`config.mk`:
```
export PLATFORM = sky130hd
export DESIGN_NAME = dac_spi_tx_flat
export DESIGN_NICKNAME = d
export VERILOG_FILES = /design/src/rtl/dac_spi_tx_if.sv /design/src/rtl/dac_spi_tx.sv /design/src/flat_wrapper.sv
export SDC_FILE = /design/constraint.sdc
export NUM_CORES = 1
export LEC_CHECK = 0
export BUFFER_PORTS_ARGS = -buffer_cell sky130_fd_sc_hd__buf_2
export CAP_MARGIN = 10
export CORE_MARGIN = 3
export CORE_UTILIZATION = 57
export CTS_CLUSTER_SIZE = 14
export DETAILED_ROUTE_END_ITERATION = 8
export GPL_TIMING_DRIVEN = 0
export MAX_ROUTING_LAYER = met4
export PLACE_DENSITY = 0.83
export SKIP_CTS_REPAIR_TIMING = 1
export SLEW_MARGIN = 15
export SYNTH_ARGS = -nofsm -noshare
export SYNTH_HDL_FRONTEND = slang
export SYNTH_SLANG_ARGS = --single-unit
```
`constraint.sdc`:
```
create_clock -name clk -period 2.7 [get_ports clk]
set_clock_uncertainty 0.1 [all_clocks]
set_input_delay 0.27 -clock clk [delete_from_list [all_inputs] [get_ports clk]]
set_output_delay 0.27 -clock clk [all_outputs]
set_load 0.02 [all_outputs]
```
`src/rtl/dac_spi_tx_if.sv`:
```
// Parallel sample handshake into the DAC serializer: the source (master) offers din with din_valid,
// and the serializer (slave) raises din_ready only while it is idle.
interface dac_spi_tx_if #(
  parameter int DATA_W = 16
);
  logic [DATA_W-1:0] din;
  logic              din_valid;
  logic              din_ready;

  modport master (output din, output din_valid, input din_ready);
  modport slave  (input din, input din_valid, output din_ready);
endinterface

```
`src/rtl/dac_spi_tx.sv`:
```
// MSB-first 3-wire SPI serializer for DAC8811-class DACs with programmable SCLK divider and CS gap.
// Optional active-low LDAC strobe inside the CS-high gap is built when DAC_SPI_LDAC_EN is defined.
module dac_spi_tx #(
  parameter int DATA_W = 16,
  parameter int DIV    = 11,
  parameter int GAP    = 2
) (
  input  logic         clk,
  input  logic         rst,
  dac_spi_tx_if.slave  s_in,
  output logic         busy,
  output logic         frame_done,
  output logic         CS,
  output logic         SCLK,
  output logic         SerialData
`ifdef DAC_SPI_LDAC_EN
  ,
  output logic         LDAC
`endif
);

  localparam int HW   = $clog2(DIV + 1);
  localparam int BW   = $clog2(DATA_W + 1);
  // The IDLE cycle closes the CS-high gap, so the GAP state itself runs one cycle short.
  localparam int GCYC = GAP * DIV - 1;
  localparam int GW   = $clog2(GCYC + 1);

  localparam logic [HW-1:0] HC_LAST = HW'(DIV - 1);
  localparam logic [BW-1:0] BC_LAST = BW'(DATA_W - 1);
  localparam logic [GW-1:0] GC_LAST = GW'(GCYC - 1);

  typedef enum logic [2:0] {S_IDLE, S_SETUP, S_SHIFT, S_HOLD, S_GAP} state_t;

  state_t            state_reg, state_next;
  logic [HW-1:0]     hcnt_reg, hcnt_next;
  logic [BW-1:0]     bcnt_reg, bcnt_next;
  logic [GW-1:0]     gcnt_reg, gcnt_next;
  logic [DATA_W-1:0] shreg_reg, shreg_next, shifted;
  logic              cs_reg, cs_next;
  logic              sclk_reg, sclk_next;
  logic              sdo_reg, sdo_next;
  logic              busy_reg, busy_next;
  logic              fd_reg, fd_next;
  logic              accept, half_last, bit_last, gap_last;

  assign s_in.din_ready = (state_reg == S_IDLE);
  assign accept         = s_in.din_valid && (state_reg == S_IDLE);
  assign half_last      = (hcnt_reg == HC_LAST);
  assign bit_last       = (bcnt_reg == BC_LAST);
  assign gap_last       = (gcnt_reg == GC_LAST);

  always_ff @(posedge clk or posedge rst) begin
    if (rst) begin
      state_reg <= S_IDLE;
      hcnt_reg  <= '0;
      bcnt_reg  <= '0;
      gcnt_reg  <= '0;
      shreg_reg <= '0;
      cs_reg    <= 1'b1;
      sclk_reg  <= 1'b1;
      sdo_reg   <= 1'b0;
      busy_reg  <= 1'b0;
      fd_reg    <= 1'b0;
    end else begin
      state_reg <= state_next;
      hcnt_reg  <= hcnt_next;
      bcnt_reg  <= bcnt_next;
      gcnt_reg  <= gcnt_next;
      shreg_reg <= shreg_next;
      cs_reg    <= cs_next;
      sclk_reg  <= sclk_next;
      sdo_reg   <= sdo_next;
      busy_reg  <= busy_next;
      fd_reg    <= fd_next;
    end
  end

  always_comb begin
    state_next = state_reg;
    case (state_reg)
      S_IDLE:  if (accept) state_next = S_SETUP;
      S_SETUP: if (half_last) state_next = S_SHIFT;
      S_SHIFT: if (half_last && sclk_reg && bit_last) state_next = S_HOLD;
      S_HOLD:  if (half_last) state_next = S_GAP;
      S_GAP:   if (gap_last) state_next = S_IDLE;
      default: state_next = S_IDLE;
    endcase
  end

  always_comb begin
    hcnt_next  = '0;
    bcnt_next  = bcnt_reg;
    gcnt_next  = '0;
    shreg_next = shreg_reg;
    shifted    = shreg_reg << 1;
    cs_next    = cs_reg;
    sclk_next  = sclk_reg;
    sdo_next   = sdo_reg;
    fd_next    = 1'b0;
    busy_next  = (state_next != S_IDLE);
    case (state_reg)
      S_IDLE: begin
        if (accept) begin
          shreg_next = s_in.din;
          cs_next    = 1'b0;
          sclk_next  = 1'b1;
          sdo_next   = s_in.din[DATA_W-1];
          bcnt_next  = '0;
        end
      end
      S_SETUP: begin
        hcnt_next = half_last ? '0 : hcnt_reg + HW'(1);
        if (half_last) sclk_next = 1'b0;
      end
      S_SHIFT: begin
        hcnt_next = half_last ? '0 : hcnt_reg + HW'(1);
        if (half_last) begin
          if (!sclk_reg) begin
            sclk_next = 1'b1;
          end else if (!bit_last) begin
            // Falling edge into the next bit: data moves while SCLK is low.
            sclk_next  = 1'b0;
            bcnt_next  = bcnt_reg + BW'(1);
            shreg_next = shifted;
            sdo_next   = shifted[DATA_W-1];
          end
        end
      end
      S_HOLD: begin
        hcnt_next = half_last ? '0 : hcnt_reg + HW'(1);
        if (half_last) begin
          cs_next  = 1'b1;
          sdo_next = 1'b0;
          fd_next  = 1'b1;
        end
      end
      S_GAP: begin
        gcnt_next = gap_last ? '0 : gcnt_reg + GW'(1);
      end
      default: ;
    endcase
  end

  assign busy       = busy_reg;
  assign frame_done = fd_reg;
  assign CS         = cs_reg;
  assign SCLK       = sclk_reg;
  assign SerialData = sdo_reg;

`ifdef DAC_SPI_LDAC_EN
  logic ldac_reg, ldac_next;

  // Low for DIV cycles starting the cycle after CS rises.
  assign ldac_next = !((state_reg == S_GAP) && (gcnt_reg < GW'(DIV)));

  always_ff @(posedge clk or posedge rst) begin
    if (rst) ldac_reg <= 1'b1;
    else     ldac_reg <= ldac_next;
  end

  assign LDAC = ldac_reg;
`endif

endmodule
```
`src/flat_wrapper.sv`:
```
// flat-port wrapper written by rule: the top's interface ports become plain ports
module dac_spi_tx_flat 
#(
  parameter int DATA_W = 16,
  parameter int DIV    = 11,
  parameter int GAP    = 2
)
  (clk, rst, busy, frame_done, CS, SCLK, SerialData, s_in_din, s_in_din_valid, s_in_din_ready);
  dac_spi_tx_if #(.DATA_W(DATA_W)) s_in_i ();
  input  logic clk;
  input  logic rst;
  output logic busy;
  output logic frame_done;
  output logic CS;
  output logic SCLK;
  output logic SerialData;
  input wire logic [$bits(s_in_i.din)-1:0] s_in_din;
  input wire logic [$bits(s_in_i.din_valid)-1:0] s_in_din_valid;
  output wire logic [$bits(s_in_i.din_ready)-1:0] s_in_din_ready;
  assign s_in_i.din = s_in_din;
  assign s_in_i.din_valid = s_in_din_valid;
  assign s_in_din_ready = s_in_i.din_ready;
  dac_spi_tx #(.DATA_W(DATA_W), .DIV(DIV), .GAP(GAP)) u_core (.clk(clk), .rst(rst), .s_in(s_in_i), .busy(busy), .frame_done(frame_done), .CS(CS), .SCLK(SCLK), .SerialData(SerialData));
endmodule
```
==> summary.txt <==
Root Driver: clkbuf_4
post-synth cell types: 43
maximum VDD drop: 0.000557 V
XOR/XNOR share of the synthesized area: 2.30%
status: completed
CTS buffer count: 5
post-synthesis compound-gate area fraction: 7.11%
Synth Flop Type: dfrtp_1
Placed Area: 2080 µm²
Die ar.: 4060 µm²
Adder-Cell Fraction of Synth Area: 2.63%
Post-synth ARST share: 100%
CTS clock-pin slew for the worst setup and hold paths: 0.11 ns
worst hold margin: 0.0409 ns
die width: 63.7 µm
die height: 63.7 µm
Area growth, synth to finish: 14.2%
Syn Nets: 181
Post-Syn Instances: 158
GRT Residual Overflow: 0
global-route wire length before repair: 6070 µm
Clock Path Buffers: 2
drt first pass iters: 4
Overall Global Routing Usage: 19.9%
vias in the first global route: 1335
TritonCTS Sinks: 37
final net count: 213
Post-Syn Area per Cell: 12.0 µm²
Avg WL per Cell: 14.5 µm
Clk Latency, worst-skew pair: 0.35 ns
most frequent CP cell: ha_1
period utilization: 88.3%
CP Class: register to register
biggest area consumer among synthesized cells: dfrtp_1
multiplexer share of the synthesized area: 20.6%
max reg flops: 15
Tmin final: 2.38 ns
Post-synth EDFFs: 0
Yosys warnings: 0
dpl cells: 226
DR WL met3: 107 µm
mapped cell area: 1900 µm²
CP arrival: 2.53 ns
met2 wire length: 1760 µm
top layer in use: met4
layout cell share with drive strength beyond 1: 39.8%
Worst path max stage delay: 0.43 ns
largest family of logic cells by synthesized area: multiplexers
cells along the critical path: ha_1 > and3_1 > ha_1 > nor2b_1 > a31oi_4 > nand2b_4 > buf_6 > buf_12 > mux2_4
sequential-to-total area share from yosys stat: 48.8%
initial core utilization: 60.8%
IO Count: 25
Layout Utilization: 69.4%
FF+latch count, synth: 37
Synth area leaders: dfrtp_1 (46%), mux2_2 (15%), mux2_4 (4.7%)
PD cells: 894 nW/µm²
most frequent cell after synthesis: dfrtp_1
multi-input logic area: 882 µm²
wire length on met1: 1480 µm
via-per-instance ratio: 5.35
Final Hold Fails: 0
register area: 928 µm²
CP Capture Type: register
CP delay by family, top: simple AND/OR/NAND/NOR gates
Max Clock Freq: 420 MHz
Routed WL: 3400 µm
initial detailed-routing violation count: 31
CP max FO: 10
Leakage Power: 1.03 nW
worst hold path class: primary input to register
Fillers: 237
Yosys top cell area share: 46.1%
Antenna Nets Post-Route: 0
worst-margin pin slew: 1.01 ns
cell area after layout: 2170 µm²
Final Max Slew Viols: 0
antenna violations before repair: 0
Critical Path Start Type: register
Port Buffer Count: 24
CP max-delay cell: dfrtp_1
Buf/Inv on CP: 2
routability congestion estimate from global placement: 0.794
simple-gate share of the synthesized area: 13.8%
max_cap viols: 0
DP Wirelength: 2590 µm
Worst Path Required: 2.84 ns
via count: 1258
Layout Cells excl Fill: 235
Post-synth top cells: dfrtp_1 (35), mux2_2 (25), nor2_1 (10)
Fin Setup TNS: 0 ns
CTS tree: built
largest net degree at the start of global routing: 38
Final Setup Violations: 0
row count: 20
# diodes: 0
placeable core area: 3130 µm²
H-tree levels: 2
Slew headroom: 31.9%
drt drc: 0
RSZ-0062 raised after global routing: false
[layout make-up]
| type | instances | share of cell area [%] |
|---|---|---|
| flip-flops and latches | 37 | 42.8 |
| multi-input cells | 105 | 40.6 |
| repair buffers | 25 | 5.99 |
| plain buffers | 7 | 2.59 |
| clock buffers | 7 | 2.54 |
| well taps | 44 | 2.54 |
| inverters | 9 | 1.56 |
| clock inverters | 1 | 1.38 |
[power breakdown]
part	leakage [nW]	total, W	internal [W]	switching [W]
Combinational	0.523	0.000651	0.000355	0.000296
Clock	0.0455	0.000402	0.000221	0.000181
Sequential	0.463	0.000888	0.000751	0.000136
[per-layer routing]
metal	GRT usage, %	vias to the layer above
met5	-	-
met3	4.75	5
li1	-	618
met2	32.5	17
met4	7.55	0
met1	24.2	618
[placed cells by master, fill, tap and decap left out, types with 2 or more instances in the layout]
master | synthesis | routed
or3_1 | 2 | 2
a22o_1 | 3 | 3
mux2_2 | 25 | 25
mux2_4 | 6 | 6
xnor2_1 | 3 | 3
mux2i_1 | 2 | 2
nand2b_1 | 2 | 2
nor2_1 | 10 | 10
nor3_1 | 3 | 3
a21oi_1 | 4 | 4
dfstp_2 | 2 | 2
buf_2 | 2 | 26
inv_1 | 9 | 8
nor2b_1 | 2 | 2
nand2_1 | 7 | 7
ha_1 | 4 | 4
o21ai_0 | 6 | 6
and3_1 | 3 | 3
nand3_1 | 3 | 3
xor2_1 | 2 | 2
dfrtp_1 | 35 | 35
clkbuf_4 | 0 | 5
clkbuf_1 | 2 | 3
[through the flow]
stage                     total power (W)  setup slack (ns)
after floorplan                   0.00139             0.512
after global placement            0.00150             0.382
after detailed placement          0.00155             0.333
after CTS                         0.00195             0.316
after global routing              0.00208             0.218
final                             0.00194             0.316
[kinds of logic (layout without fill, tap and decap cells)]
family,count (synthesis),after routing
xor+xnor,5,5
buf+inv,16,49
fa+ha+maj,4,4
flops,37,37
compound gates,19,19
simple gates,44,44
mux,33,33
[path summary, 6_finish.rpt]
kind	startpoint	endpoint	slack, ns	depth (start not counted)
worst min register to register	u_core.gcnt_reg[0]	u_core.gcnt_reg[0]	0.40	1
min in group asynchronous	rst	u_core.gcnt_reg[1]	0.49	3
worst min-delay path	s_in_din[0]	u_core.shreg_reg[0]	0.04	2
worst max-delay path	u_core.bcnt_reg[0]	u_core.shreg_reg[8]	0.32	9
max in group asynchronous	rst	u_core.shreg_reg[2]	1.54	3
worst max register to register	u_core.bcnt_reg[0]	u_core.shreg_reg[8]	0.32	9
No activity file was read; power rests on OpenSTA's default activity.
